## config.mk

```make
export PLATFORM = sky130hd
export DESIGN_NAME = fpga_link_rx
export DESIGN_NICKNAME = d
export VERILOG_FILES = /design/src/rtl/fpga_link_rx.sv
export SDC_FILE = /design/constraint.sdc
export NUM_CORES = 1
export LEC_CHECK = 0
export ABC_CLOCK_PERIOD_IN_PS = 2500
export CORE_UTILIZATION = 40
export DETAILED_ROUTE_END_ITERATION = 10
export GPL_TIMING_DRIVEN = 0
export HOLD_SLACK_MARGIN = 0.06
export SYNTH_ARGS = -nofsm -noshare
export SYNTH_HDL_FRONTEND = slang
export SYNTH_SLANG_ARGS = --single-unit
```

## constraint.sdc

```tcl
create_clock -name clk_i -period 2.5 [get_ports clk_i]
set_input_delay 0.5 -clock clk_i [delete_from_list [all_inputs] [get_ports clk_i]]
set_output_delay 0.5 -clock clk_i [all_outputs]
set_load 0.03 [all_outputs]
```

## src/rtl/fpga_link_rx.sv

```systemverilog
// Receive end of the nibble-serial inter-FPGA link: synchronizes an asynchronous
// toggle-strobed nibble stream, reassembles 17-bit flits and queues them for the ring.
module fpga_link_rx #(
    parameter int DEPTH   = 4,
    parameter int TIMEOUT = 255
) (
    input  logic        clk_i,
    input  logic        rst_i,
    input  logic [3:0]  lnk_data_i,
    input  logic        lnk_stb_i,
    output logic        lnk_cr_o,
    output logic [16:0] out_flit_o,
    output logic        out_valid_o,
    input  logic        out_ready_i,
    output logic        frame_err_o,
    output logic        ovf_err_o,
    output logic [7:0]  err_cnt_o
);

    localparam int AW = $clog2(DEPTH);
    localparam int TW = $clog2(TIMEOUT + 1);

    typedef enum logic [1:0] {
        S_IDLE,
        S_BODY,
        S_PUSH
    } state_t;

    logic [3:0]    data_s1_q, data_s2_q;
    logic          stb_s1_q, stb_s2_q, stb_s3_q;
    logic          nib_evt;
    logic [3:0]    nib;

    state_t        state_q, state_d;
    logic [2:0]    nib_cnt_q, nib_cnt_d;
    logic [TW-1:0] tmo_cnt_q, tmo_cnt_d;
    logic [16:0]   sr_q, sr_d;
    logic          frame_err_q, frame_err_d;
    logic          ovf_err_q, ovf_err_d;
    logic [7:0]    err_cnt_q, err_cnt_d;
    logic [8:0]    err_sum;
    logic          lnk_cr_q;
    logic          hdr_chk;
    logic          push;

    logic [16:0]   mem_q [DEPTH];
    logic [AW:0]   wr_ptr_q, rd_ptr_q;
    logic          full, empty, pop;

    always_ff @(posedge clk_i) begin
        if (rst_i) begin
            data_s1_q <= '0;
            data_s2_q <= '0;
            stb_s1_q  <= 1'b0;
            stb_s2_q  <= 1'b0;
            stb_s3_q  <= 1'b0;
        end else begin
            data_s1_q <= lnk_data_i;
            data_s2_q <= data_s1_q;
            stb_s1_q  <= lnk_stb_i;
            stb_s2_q  <= stb_s1_q;
            stb_s3_q  <= stb_s2_q;
        end
    end

    assign nib_evt = stb_s2_q ^ stb_s3_q;
    assign nib     = data_s2_q;

    assign empty = (wr_ptr_q == rd_ptr_q);
    assign full  = (wr_ptr_q[AW] != rd_ptr_q[AW]) &&
                   (wr_ptr_q[AW-1:0] == rd_ptr_q[AW-1:0]);
    assign pop   = !empty && out_ready_i;

    always_comb begin
        state_d     = state_q;
        nib_cnt_d   = nib_cnt_q;
        tmo_cnt_d   = tmo_cnt_q;
        sr_d        = sr_q;
        frame_err_d = 1'b0;
        ovf_err_d   = 1'b0;
        hdr_chk     = 1'b0;
        push        = 1'b0;

        case (state_q)
            S_IDLE: hdr_chk = 1'b1;
            S_BODY: begin
                if (nib_evt) begin
                    sr_d      = {sr_q[12:0], nib};
                    tmo_cnt_d = '0;
                    if (nib_cnt_q == 3'd4) begin
                        state_d   = S_PUSH;
                        nib_cnt_d = '0;
                    end else begin
                        nib_cnt_d = nib_cnt_q + 3'd1;
                    end
                end else if (tmo_cnt_q == TW'(TIMEOUT - 1)) begin
                    frame_err_d = 1'b1;
                    state_d     = S_IDLE;
                    nib_cnt_d   = '0;
                    tmo_cnt_d   = '0;
                end else begin
                    tmo_cnt_d = tmo_cnt_q + TW'(1);
                end
            end
            S_PUSH: begin
                // a pop in the same cycle frees the slot being written
                if (!full || pop) begin
                    push = 1'b1;
                end else begin
                    ovf_err_d = 1'b1;
                end
                state_d = S_IDLE;
                hdr_chk = 1'b1;
            end
            default: state_d = S_IDLE;
        endcase

        // header check also runs in PUSH so back-to-back frames lose no nibble
        if (hdr_chk && nib_evt) begin
            if (nib[3:1] == 3'b101) begin
                sr_d      = {16'b0, nib[0]};
                nib_cnt_d = 3'd1;
                tmo_cnt_d = '0;
                state_d   = S_BODY;
            end else begin
                frame_err_d = 1'b1;
            end
        end
    end

    assign err_sum   = {1'b0, err_cnt_q} + {8'b0, frame_err_d} + {8'b0, ovf_err_d};
    assign err_cnt_d = err_sum[8] ? 8'hFF : err_sum[7:0];

    always_ff @(posedge clk_i) begin
        if (rst_i) begin
            state_q     <= S_IDLE;
            nib_cnt_q   <= '0;
            tmo_cnt_q   <= '0;
            sr_q        <= '0;
            frame_err_q <= 1'b0;
            ovf_err_q   <= 1'b0;
            err_cnt_q   <= '0;
            lnk_cr_q    <= 1'b0;
            wr_ptr_q    <= '0;
            rd_ptr_q    <= '0;
        end else begin
            state_q     <= state_d;
            nib_cnt_q   <= nib_cnt_d;
            tmo_cnt_q   <= tmo_cnt_d;
            sr_q        <= sr_d;
            frame_err_q <= frame_err_d;
            ovf_err_q   <= ovf_err_d;
            err_cnt_q   <= err_cnt_d;
            if (pop) begin
                lnk_cr_q <= ~lnk_cr_q;
                rd_ptr_q <= rd_ptr_q + {{AW{1'b0}}, 1'b1};
            end
            if (push) begin
                wr_ptr_q <= wr_ptr_q + {{AW{1'b0}}, 1'b1};
            end
        end
    end

    always_ff @(posedge clk_i) begin
        if (push) begin
            mem_q[wr_ptr_q[AW-1:0]] <= sr_q;
        end
    end

    assign out_valid_o = !empty;
    assign out_flit_o  = empty ? 17'b0 : mem_q[rd_ptr_q[AW-1:0]];
    assign lnk_cr_o    = lnk_cr_q;
    assign frame_err_o = frame_err_q;
    assign ovf_err_o   = ovf_err_q;
    assign err_cnt_o   = err_cnt_q;

endmodule

```

; Word-level counts from Yosys, hierarchy flattened
; Memories as Yosys holds them, arrays and structs flattened. A register that Yosys moved wholly into a read port is not among the register bits.
; Index checks and enable logic that the tools add are counted.
[word_totals]
word_cells = 77
in_bits = 8
n_memories = 1
ramBits = 68
output_inout_bits = 29
register_bits = 58
[mem_list]
columns = name, words, width, rd, rd_clocked_by_memory_dff, write_ports, line_no
row1 = mem_q, 4, 17, 1, 1, 1, 46  ; logic [16:0] mem_q [DEPTH];
[classes]
n_reduce_logical = 8
muxes = 37
eq_ne = 8
bitwise_logic = 2
add_sub_neg = 6
[ops]
columns = op, n
row1 = $mux 17, 5
row2 = $mux 8, 6
row3 = $mux 3, 6
row4 = $mux 2, 7
row5 = $mux 1, 12
row6 = $add 3x1->3 const B, 3
row7 = $add 8x1->9, 1
row8 = $add 9x1->9, 1
row9 = $add 8x1->8 const B, 1
row10 = $eq 8x8->1 const B, 1
row11 = $eq 3x3->1 const B, 2
row12 = $pmux 2 s2, 1
row13 = $eq 3x3->1, 1
row14 = $logic_and 1x1->1, 3
row15 = $eq 2x1->1 const B, 1
row16 = $eq 2x2->1, 1
row17 = $eq 2x2->1 const B, 1
row18 = $logic_not 1->1, 2
row19 = $logic_not 2->1, 1
row20 = $reduce_or 2->1, 1
row21 = $logic_or 1x1->1, 1
row22 = $ne 1x1->1, 1
row23 = $not 1->1, 1
row24 = $xor 1x1->1, 1

; Depth between registers and ports, before layout
[depth]
word_depth = 9
ltp_mapped = 10

; Worst setup path before layout
; No wires, ideal clock.
[synth_timing]
kind = register to register
from = register wr_ptr_q[1]
to = register err_cnt_q[4], in the netlist err_cnt_o[4]
setup_slack_ps = 105
path_stages_with_launch = 9
setup_time_ps = 71
arrival_ps = 2324
path_cell_list = dfxtp_1 -> xor2_1 -> nor4_1 -> and2_1 -> fa_1 -> ha_1 -> and4_1 -> or2_2 -> a21oi_1
[synth_via]
elab_chain_cells = 8
[synth_rtl]
columns = item, line_no
row1 = start: declaration, 47  ; logic [AW:0] wr_ptr_q, rd_ptr_q;
row2 = start signal: assignment, 159  ; wr_ptr_q <= wr_ptr_q + {{AW{1'b0}}, 1'b1};
row3 = $eq 3x3->1 / $eq 2x2->1 (equally long branches), "69, 71"
row4 = $logic_not 1->1 / $logic_and 1x1->1 (equally long branches), "72, 70"
row5 = $logic_and 1x1->1 / $logic_not 1->1 (equally long branches), "72, 107"
row6 = $logic_or 1x1->1 *, 107  ; if (!full || pop) begin
row7 = $mux 1 *, 107
row8 = $mux 1 *, 84  ; case (state_q)
row9 = net ovf_err_d, 39  ; logic ovf_err_q, ovf_err_d;
row10 = $add 9x1->9 *, 131  ; assign err_sum = {1'b0, err_cnt_q} + {8'b0, frame_err_d} + {8'b0, ovf_err_d};
row11 = $mux 8 *, 132  ; assign err_cnt_d = err_sum[8] ? 8'hFF : err_sum[7:0];
row12 = end signal: assignment, 153  ; err_cnt_q <= err_cnt_d;
row13 = end: declaration, 40  ; logic [7:0] err_cnt_q, err_cnt_d;
; Mark *: on every way through the listed nets, which the timed path passes. The rest lies on a longest branch.
; A chain may end at the register's enable or synchronous reset.

; Worst setup path after layout
[layout_timing]
from = register stb_s2_q
to = register err_cnt_q[4], in the netlist err_cnt_o[4]
[layout_via]
elab_chain_cells = 8
[layout_rtl]
columns = item, line_no
row1 = start: declaration, 30  ; logic stb_s1_q, stb_s2_q, stb_s3_q;
row2 = start signal: assignment, 61  ; stb_s2_q <= stb_s1_q;
row3 = $xor 1x1->1 *, 66  ; assign nib_evt = stb_s2_q ^ stb_s3_q;
row4 = $mux 1, 87  ; if (nib_evt) begin
row5 = $mux 1, 84
row6 = $mux 1, 120  ; if (nib[3:1] == 3'b101) begin
row7 = $mux 1 *, 119  ; if (hdr_chk && nib_evt) begin
row8 = net frame_err_d, 38  ; logic frame_err_q, frame_err_d;
row9 = $add 8x1->9 *, 131
row10 = $add 9x1->9 *, 131
row11 = $mux 8 *, 132
; Marks and branches as above.

==> summary.txt <==
Status
  • Outcome: finished clean

Worst hold path
  • Hold path depth: 1
  • Worst hold path type: register to register

Power
  • Leakage power: around 2.3 nW
  • Worst vdd ir: 0.422 mV
  • Power Density: around 770 nW/um^2
  • Sw power: a little over 0.0009 W
  • Switching share of power: about a fifth
  • Sequential share of power: between 40% and 50%
  • Combinational group share of total power: about 1.4%
  • Internal power: 0.00397 W
  • Clock Power Share: between 50 and 60%

Floorplan
  • Initial Utilization: about two fifths
  • I/O pin cnt: 37
  • Die outline width: ~110 um
  • Site Rows: 40
  • Die Ht: 114 um
  • Core ar.: between 10000 and 15000 sq um
  • Die Area: around 13000 sq um

Global routing
  • GRT Max-Usage Layer: met2
  • Initial antenna violation count: 0
  • M2 GR Usage: about a quarter
  • Met3 usage: 4.08%
  • GRT Util Overall: approximately 15%
  • First-pass GRT wire length: 14300 um
  • Gr ovfl total: 0
  • Vias in the first global route: 2831
  • Global-route track usage on met1: a little under a fifth
  • Largest net degree at the start of global routing: 19

Logic synthesis
  • Synth area leaders: edfxtp_1 (40%), dfxtp_1 (24%), mux4_2 (7.6%), nand2_1 (3.1%), nor2b_1 (3.0%)
  • Asr flop ratio synth: 0%
  • Top-area cell type share of the netlist area: between 40% and 50%
  • Yosys reg bits: about 130
  • Synthesized area per cell: ~13 sq um
  • Post-Syn Instances: around 380
  • Yosys top cell by area: edfxtp_1
  • Post-synth top cells: edfxtp_1 (68), dfxtp_1 (60), nand2_1 (42)
  • Post-Syn Area: approximately 5000 sq um
  • Most frequent cell after synthesis: edfxtp_1
  • Post-synth EDFFs: 68
  • Library cells used by synthesis: 44
  • Synth warn: 0
  • Post-synthesis sequential area ratio: 64.3%
  • Post-Syn Nets: about 400
  • Predominant post-synthesis flop cell: edfxtp_1

STA
  • Slew of the pin with the lowest slew margin: just over 0.9 ns
  • Final hold violation count: 0
  • Worst rel slew slack: 38.5%
  • Final Skew: approximately 0.0054 ns
  • Final number of setup-violating endpoints: 0
  • Period minus WS final: roughly 2.4 ns
  • Setup ws final: between 0.06 and 0.07 ns
  • Max Clk Rate: roughly 410 MHz
  • Slew Limit Fails: 0
  • Crit share post-route: 97.3%

Cells and area
  • Non-filler cells in the finished layout: about 620
  • Final core utilization: approximately 52%
  • Layout cells sized above 1: a little under a quarter
  • Design area: approximately 6400 sq um
  • Area of the multi-input gates: 1780 sq um
  • Seq. cell area: roughly 3300 sq um
  • P&R area growth vs syn: 26.2%
  • # diodes: 0
  • Filler cells: slightly above 1000
  • # nets final: ~460

Drt
  • Drt wl/cell: ~15 um
  • Post-route ant nets: 0
  • DRC Markers: 0
  • Via Count: 2971
  • Starting DRT DRC Count: 133
  • Via density per instance: about 4.8
  • Final wirelength: around 9000 um
  • DR pass1 iterations: 4

Setup path
  • Crit path from: stb_s2_q$_SDFF_PP0_
  • WP data required: 2.83 ns
  • Critical Path Start Type: register
  • Crit path kind: register to register
  • Reg2Reg Depth: 8
  • Setup crit end: err_cnt_o[4]$_SDFF_PP0_
  • R2r endpoint: err_cnt_o[4]$_SDFF_PP0_
  • Reg2Reg Setup Slack: between 0.06 and 0.07 ns
  • Worst Path Max Fanout: 5
  • CP Data Arrival Time: ~2.8 ns
  • R2r startpoint: stb_s2_q$_SDFF_PP0_
  • Setup crit end kind: register

Placed design
  • IO Port Bufs: 36
  • Placer congestion estimate: approximately 0.74
  • Placed cells: a little under 600
  • Placed cell area: about 5600 sq um
  • Worst slack, placed: -0.368 ns
  • DP HPWL: roughly 5500 um

CTS
  • Clock transition at path regs: roughly 0.060 ns
  • CTS Hold Bufs: 0
  • TritonCTS clock tree: built
  • TritonCTS sink count: 128
  • Bufs on Longest Clock Path: 2
  • Clock Latency Late Sink: 0.40 ns
  • H-tree Lvls: 4
  • CTS Buf Count: 17
  • Root buffer cell: clkbuf_16

Run
  • Max-Cap Viols: 0
[power groups by stage]
stage / Combinational [W] / Sequential, W / Clock [W]
2_1_floorplan: 0.0000321 / 0.00226 / 0
3_3_place_gp: 0.0000646 / 0.00225 / 0
3_5_place_dp: 0.0000653 / 0.00225 / 0
4_1_cts: 0.0000661 / 0.00221 / 0.00265
5_1_grt: 0.0000733 / 0.00221 / 0.00275
6_report: 0.0000666 / 0.00221 / 0.00261
[flip-flops by register name (all words and copies together), names as in the netlist, 2 cells and up, named ones only]
register,count
data_s1_q,4
mem_q,68
data_s2_q,4
nib_cnt_q,3
rd_ptr_q,3
sr_q,17
err_cnt_o,8
wr_ptr_q,3
tmo_cnt_q,8
state_q,2
[worst max-delay path, cell delays in order, from the launching register on]
cell	delay [ns]
dfxtp_1	0.48
xor2_2	0.27
nor4_4	0.09
a21o_1	0.19
fa_1	0.39
ha_1	0.23
and4_1	0.27
or2_2	0.30
a21oi_1	0.14
[final cells by class]
class	instances	share of cell area [%]
timing repair buffer	42	5.47
buffer	13	1.47
inverter	11	0.649
tap	168	3.30
clock buffer	21	7.24
clock inverter	11	2.81
sequential	128	51.1
multi-input combinational	224	27.9
[cells in the final DEF, fill, tap and decap left out, types with 3 or more instances in the layout]
master           synthesis  layout
clkdlybuf4s50_1          0      18
clkdlybuf4s15_2          0       4
inv_1                   11      11
dfxtp_2                  0       8
nand3b_1                 4       4
and2_1                   6       6
nand4_1                  4       4
a21oi_1                 29      29
nor2_1                  18      18
ha_1                    10      10
nand2_1                 42      42
o21ai_0                  3       3
dfxtp_1                 60      52
nor2b_1                 24      24
buf_2                    5       8
mux4_2                  17      17
xnor2_1                  7       7
nor3_1                   7       6
xor2_1                   8       5
clkinv_4                 0       3
nand3_1                  7       5
clkbuf_1                 7       7
edfxtp_1                68      68
clkbuf_2                 0       7
bufinv_16                0       4
buf_4                    2       8
clkbuf_8                 0       3
and2b_1                  5       5
clkbuf_16                0      17
[how the worst min path moves through the flow]
| stage | from | end |
|---|---|---|
| 2_1_floorplan | data_s1_q[0]$_SDFF_PP0_ | data_s2_q[0]$_SDFF_PP0_ |
| 4_1_cts | data_s1_q[2]$_SDFF_PP0_ | data_s2_q[2]$_SDFF_PP0_ |
| 3_3_place_gp | data_s1_q[2]$_SDFF_PP0_ | data_s2_q[2]$_SDFF_PP0_ |
| 3_5_place_dp | data_s1_q[2]$_SDFF_PP0_ | data_s2_q[2]$_SDFF_PP0_ |
| 5_1_grt | data_s1_q[3]$_SDFF_PP0_ | data_s2_q[3]$_SDFF_PP0_ |
| 6_report | data_s1_q[2]$_SDFF_PP0_ | data_s2_q[2]$_SDFF_PP0_ |
[through the flow]
stage	power (W)	hold WS (ns)	setup TNS (ns)
final	0.00488	0.432	0
after detailed placement	0.00232	0.420	-4.91
after global placement	0.00232	0.424	-3.80
after global routing	0.00503	0.453	-0.0259
after floorplan	0.00229	0.414	0
after CTS	0.00492	0.433	-0.0186
[per-layer routing]
layer / share of wire, % / routed length, um
met5: 0 / 0
met4: 1.1 / 102
met3: 3.4 / 306
met2: 49 / 4430
met1: 46 / 4170
[kinds of logic after synthesis]
group / Yosys count / share of synthesized area [%]
AO/OA/AOI/OAI: 46 / 5.76
flip-flops: 128 / 64.3
XOR/XNOR: 17 / 3.25
adder cells (fa/ha/maj): 11 / 2.88
AND/OR/NAND/NOR: 130 / 13.4
buffers and inverters: 25 / 2.13
multiplexers: 20 / 8.21
[timing repair]
item / 4_1_cts / 5_1_grt
setup endpoints to repair: 26 / 20
pin swaps: 1 / 1
resized for setup: 61 / 27
buffers inserted: 5 / 1
No activity file was read; power rests on OpenSTA's default activity.
==> patch 1, RTL diff (same flow settings) <==
The parameter `DEPTH` goes from 4 to 16.
--- a/src/rtl/fpga_link_rx.sv
+++ b/src/rtl/fpga_link_rx.sv
@@ -1,7 +1,7 @@
 // Receive end of the nibble-serial inter-FPGA link: synchronizes an asynchronous
 // toggle-strobed nibble stream, reassembles 17-bit flits and queues them for the ring.
 module fpga_link_rx #(
-    parameter int DEPTH   = 4,
+    parameter int DEPTH   = 16,
     parameter int TIMEOUT = 255
 ) (
     input  logic        clk_i,
Formal check against the unedited RTL: same outputs for any inputs over 10 cycles, from zero or initial values and one cycle with rst_i high; that may be too few to reach the edited logic, so the function may still have changed.
==> patch 1 against the unedited design <==
- the flow now finishes with violations (setup timing)
- area after synthesis increased to 2.6 times the old value
- sequential cell count grew 210
- critical path type is now reg -> out
- first-iteration DRC count rose to 4.8 times the old value
- power is 130% higher
- critical path depth is 2 lower
- wire length increased to 3.2 times the old value
- worst setup slack worse by 0.27 ns
- synthesized cell count rose by 98%
- non-clock buffer count is 35 higher
- final area rose to 2.5 times the old value
- sequential share of layout area rose by 7.9 points
==> patch 1: results (changes against the unedited design) <==
outcome=finished, violations left; failing checks=setup timing; share of layout cells above drive strength 1=32.5% (+9.4 points); Cell Count, Final, Fillers Out=1,299 (+110%); Max Clock Skew=0.0267 ns (+0.0213 ns); WL/cell=22.3 um (+53%); worst skew pair latency=0.52 ns (+0.12 ns); 1st-iter DRT viols=635 (+380%); CP max FO=4 (-1); slowest cell on the critical path=mux4_2; CTS Buffer Depth=3 (+1); DPL Wire Length=16,700 um (+200%); clk root buf=clkbuf_16; Post-synth top cells=edfxtp_1, mux4_2, dfxtp_1, nand2_1, o22ai_1; leakage=5.05 nW (+120%); final net count=856 (+88%); Largest register FFs=272 (+300%); fin worst setup slack=-0.202 ns (-0.269 ns); share of flip-flops with an asynchronous set or reset=0% (unchanged); ranking of synthesized cells by area=edfxtp_1, mux4_2, dfxtp_1, o22ai_1, nand2_1; Slew HR=48.6% (+10 points); via count=6,914 (+130%); sequential share of the synthesized area=72.4% (+8.1 points); adder-cell share of the synthesized area=1.11% (-1.8 points); GRT Resource Usage Total=17.4% (+2.5 points); XOR/XNOR share of the synthesized area=1.19% (-2.1 points); delay-heaviest family, CP=buffers and inverters; Final setup viols=18 (+18); number of fill cells=2,646 (+150%); VDD IR max=436 uV (+3.4%); CTS H-tree depth=2 (-2); setup TNS=-2.78 ns (-2.78 ns); Placed Cells incl. Taps=1,219 (+110%); first-pass GRT wire length=43,000 um (+200%); Yosys cell types=49 (+11%); syn_area_per_cell=17.5 um^2 (+31%); clock buffer count from CTS=36 (+19); Slew Viols, Final=0 (unchanged); Compound-Gate Fraction of Synth Area=3.94% (-1.8 points); Syn Nets=766 (+93%); post-synthesis mux area share=12.6% (+4.4 points); Post-synth EDFFs=272 (+300%); routability cong.=0.752 (+1.6%); worst reg-to-reg path cell count=7 (-1); drt first pass iters=5 (+1)
[patch 1: area by class of cell]
cell class	count	area share, %
plain buffers	34	2.27
inverters	11	0.256
flip-flops and latches	338	59.0
clock inverters	12	0.566
clock buffers	53	6.49
multi-input cells	360	23.8
repair buffers	56	4.21
well taps	435	3.38
[patch 1: path summary, 6_finish.rpt]
kind | slack, ns | start | endpoint
worst max-delay path | -0.20 | register | out_flit_o[1]
worst min-delay path | 0.43 | stb_s1_q$_SDFF_PP0_ | stb_s2_q$_SDFF_PP0_
worst max register to register | 0.09 | wr_ptr_q[1]$_SDFFE_PP0P_ | mem_q[3][1]$_DFFE_PP_
worst min register to register | 0.43 | stb_s1_q$_SDFF_PP0_ | stb_s2_q$_SDFF_PP0_
[patch 1: what timing repair did]
item                                    4_1_cts  5_1_grt
resized for setup                           211       73
endpoints found under the setup margin      188      186
hold buffers                                  0        0
setup buffers                                 3        8
pin swaps                                     4       17
gates cloned                                  2        7
[patch 1: kinds of logic after synthesis]
family	after synthesis
mux	79
compound gates	84
buf+inv	50
simple gates	168
flops	338
xor+xnor	17
fa+ha+maj	11
[patch 1: report_power, final]
part / switching, mW / total (mW) / internal (mW)
logic: 0.0416 / 0.0702 / 0.0286
registers: 0.00517 / 6.00 / 6.00
clock network: 2.10 / 5.11 / 3.01
total: 2.14 / 11.2 / 9.04
[patch 1: layer usage]
metal | vias up | track usage [%] | share of wire, %
met3 | 39 | 2.98 | 4.9
met5 | - | 0 | 0
met4 | 0 | 4.83 | 1.6
li1 | 3140 | - | -
met2 | 184 | 27.6 | 47
met1 | 3551 | 24.8 | 46
[patch 1: metrics by stage]
step | instance area, um^2 | setup slack [ns] | hold WS, ns
floorplan | 13100 | 0.114 | 0.414
global placement | 14000 | -1.00 | 0.420
detailed placement | 14000 | -0.948 | 0.420
CTS | 15600 | -0.304 | 0.434
global route | 16100 | -0.267 | 0.456
finish | 16100 | -0.202 | 0.434
==> patch 2, RTL diff (config.mk and constraints unchanged) <==
Without the edit above. Take the reset off `sr_q` and load it in a clocked block of its own.
--- a/src/rtl/fpga_link_rx.sv
+++ b/src/rtl/fpga_link_rx.sv
@@ -136,7 +136,6 @@
             state_q     <= S_IDLE;
             nib_cnt_q   <= '0;
             tmo_cnt_q   <= '0;
-            sr_q        <= '0;
             frame_err_q <= 1'b0;
             ovf_err_q   <= 1'b0;
             err_cnt_q   <= '0;
@@ -147,7 +146,6 @@
             state_q     <= state_d;
             nib_cnt_q   <= nib_cnt_d;
             tmo_cnt_q   <= tmo_cnt_d;
-            sr_q        <= sr_d;
             frame_err_q <= frame_err_d;
             ovf_err_q   <= ovf_err_d;
             err_cnt_q   <= err_cnt_d;
@@ -159,6 +157,10 @@
                 wr_ptr_q <= wr_ptr_q + {{AW{1'b0}}, 1'b1};
             end
         end
+    end
+
+    always_ff @(posedge clk_i) begin
+        sr_q <= sr_d;
     end
 
     always_ff @(posedge clk_i) begin
Function: same outputs for any inputs over 10 cycles, from zero or initial values and one cycle with rst_i high; that may be too few to reach the edited logic, so the function may still have changed.
==> patch 2 against the unedited design <==
- final area is 1.8% lower
- critical path depth is 3 lower
- wire length is 2.4% higher
- power is 4.0% lower
- worst setup slack better by 0.0026 ns
- maximum frequency is 0.11% higher
- clock skew is 0.0026 ns higher
- sequential cell count stayed put
- register-to-register slack better by 0.05 ns
- sequential power hardly changed
- area after synthesis is 0.72% lower
- largest cell class unchanged
- highest routed layer unchanged
==> patch 2: results (changes against the unedited design) <==
post-synthesis mux area share=8.27% (+0.060 points); Post-synth top cells=edfxtp_1, dfxtp_1, nand2_1, nor2b_1, a21oi_1; GRT Resource Usage Total=15.6% (+0.77 points); cts repair resizes=70 (+15%); Post-CTS Setup Bufs=4 (-1); Min-Delay Endpoint=data_s2_q[3]$_SDFF_PP0_; first-pass GRT wire length=15,100 um (+5.9%); Tmin final=2.43 ns (-0.00256 ns); slowest cell on the critical path=mux4_2; FF-to-FF Start=tmo_cnt_q[0]$_SDFF_PP0_; delay-heaviest family, CP=buffers and inverters; via-per-instance ratio=4.92 (+2.3%); adder-cell share of the synthesized area=2.90% (+0.021 points); worst hold path startpoint=data_s1_q[3]$_SDFF_PP0_; 1st-iter DRT viols=139 (+4.5%); outcome=finished clean; IO buf count=35 (-2.8%); leakage=2.25 nW (-0.11%); Final Util=51.6% (-0.72 points); XOR/XNOR share of the synthesized area=3.47% (+0.22 points); number of fill cells=1,084 (+4.3%); pre-CTS WS=-0.435 ns (-0.0665 ns); Max Clock Skew=0.00795 ns (+0.00257 ns); VDD IR max=489 uV (+16%); worst reg-to-reg path cell count=10 (+2); ranking of synthesized cells by area=edfxtp_1, dfxtp_1, mux4_2, nor2b_1, nand2_1; CP arrival=1.93 ns (-0.83 ns); r2r setup slk=0.12 ns (+0.05 ns); final net count=449 (-1.5%); Compound-Gate Fraction of Synth Area=5.37% (-0.38 points); Placed Cells incl. Taps=574 (-1.2%); placed cell area=5570 um^2 (-0.82%); syn_area_per_cell=13.5 um^2 (+0.89%); sequential share of the synthesized area=64.8% (+0.47 points); CP max FO=6 (+1); WHS=0.439 ns (+0.00657 ns); DPL Wire Length=5720 um (+3.5%); Tightest Pin Transition=0.961 ns (+0.0383 ns); Yosys cell types=49 (+11%); share of layout cells above drive strength 1=22.6% (-0.54 points); Syn Nets=390 (-1.5%); WL final=9220 um (+2.4%); routability cong.=0.735 (-0.61%)
==> patch 2: cell types whose count changed after synthesis, sizes merged, moves of 2 or more <==
cell    change
nor2b       +7
xor2        +2
a21oi       -5
and2b       -5
nand2       -4
o211ai      -2
nor2        +4
==> patch 2: cell type report <==
class,count,share of cell area (%)
well taps,168,3.36
inverters,10,0.601
clock inverters,15,2.58
multi-input cells,219,27.8
plain buffers,14,1.62
clock buffers,17,6.81
flip-flops and latches,128,52.0
repair buffers,40,5.15
==> patch 2: how the worst max path moves through the flow <==
stage	startpoint	endpoint	cells after the start
4_1_cts	register	out_flit_o[7]	5
6_report	register	out_flit_o[3]	5
3_3_place_gp	wr_ptr_q[0]$_SDFFE_PP0P_	out_flit_o[11]	5
2_1_floorplan	wr_ptr_q[0]$_SDFFE_PP0P_	err_cnt_o[4]$_SDFF_PP0_	8
5_1_grt	register	out_flit_o[12]	5
3_5_place_dp	wr_ptr_q[0]$_SDFFE_PP0P_	out_flit_o[7]	5
==> patch 2: report_power, final <==
part	internal, mW	switching [mW]	total, mW	leakage [nW]
sequential	2.20	0.00740	2.21	1.19
combinational	0.0264	0.0310	0.0574	0.781
clock	1.48	0.940	2.42	0.283
==> patch 2: cell families (layout without fill, tap and decap cells) <==
family,after synthesis,after routing
compound gates,42,42
simple gates,127,127
fa+ha+maj,11,11
flops,128,128
buf+inv,24,96
xor+xnor,19,19
mux,20,20
==> patch 2: per-layer routing <==
metal / track usage [%] / wire, um / share of wire (%)
met1: 19.8 / 4310 / 47
met2: 25.1 / 4460 / 48
met3: 3.99 / 340 / 3.7
met4: 7.62 / 102 / 1.1
met5: 0 / 0 / 0
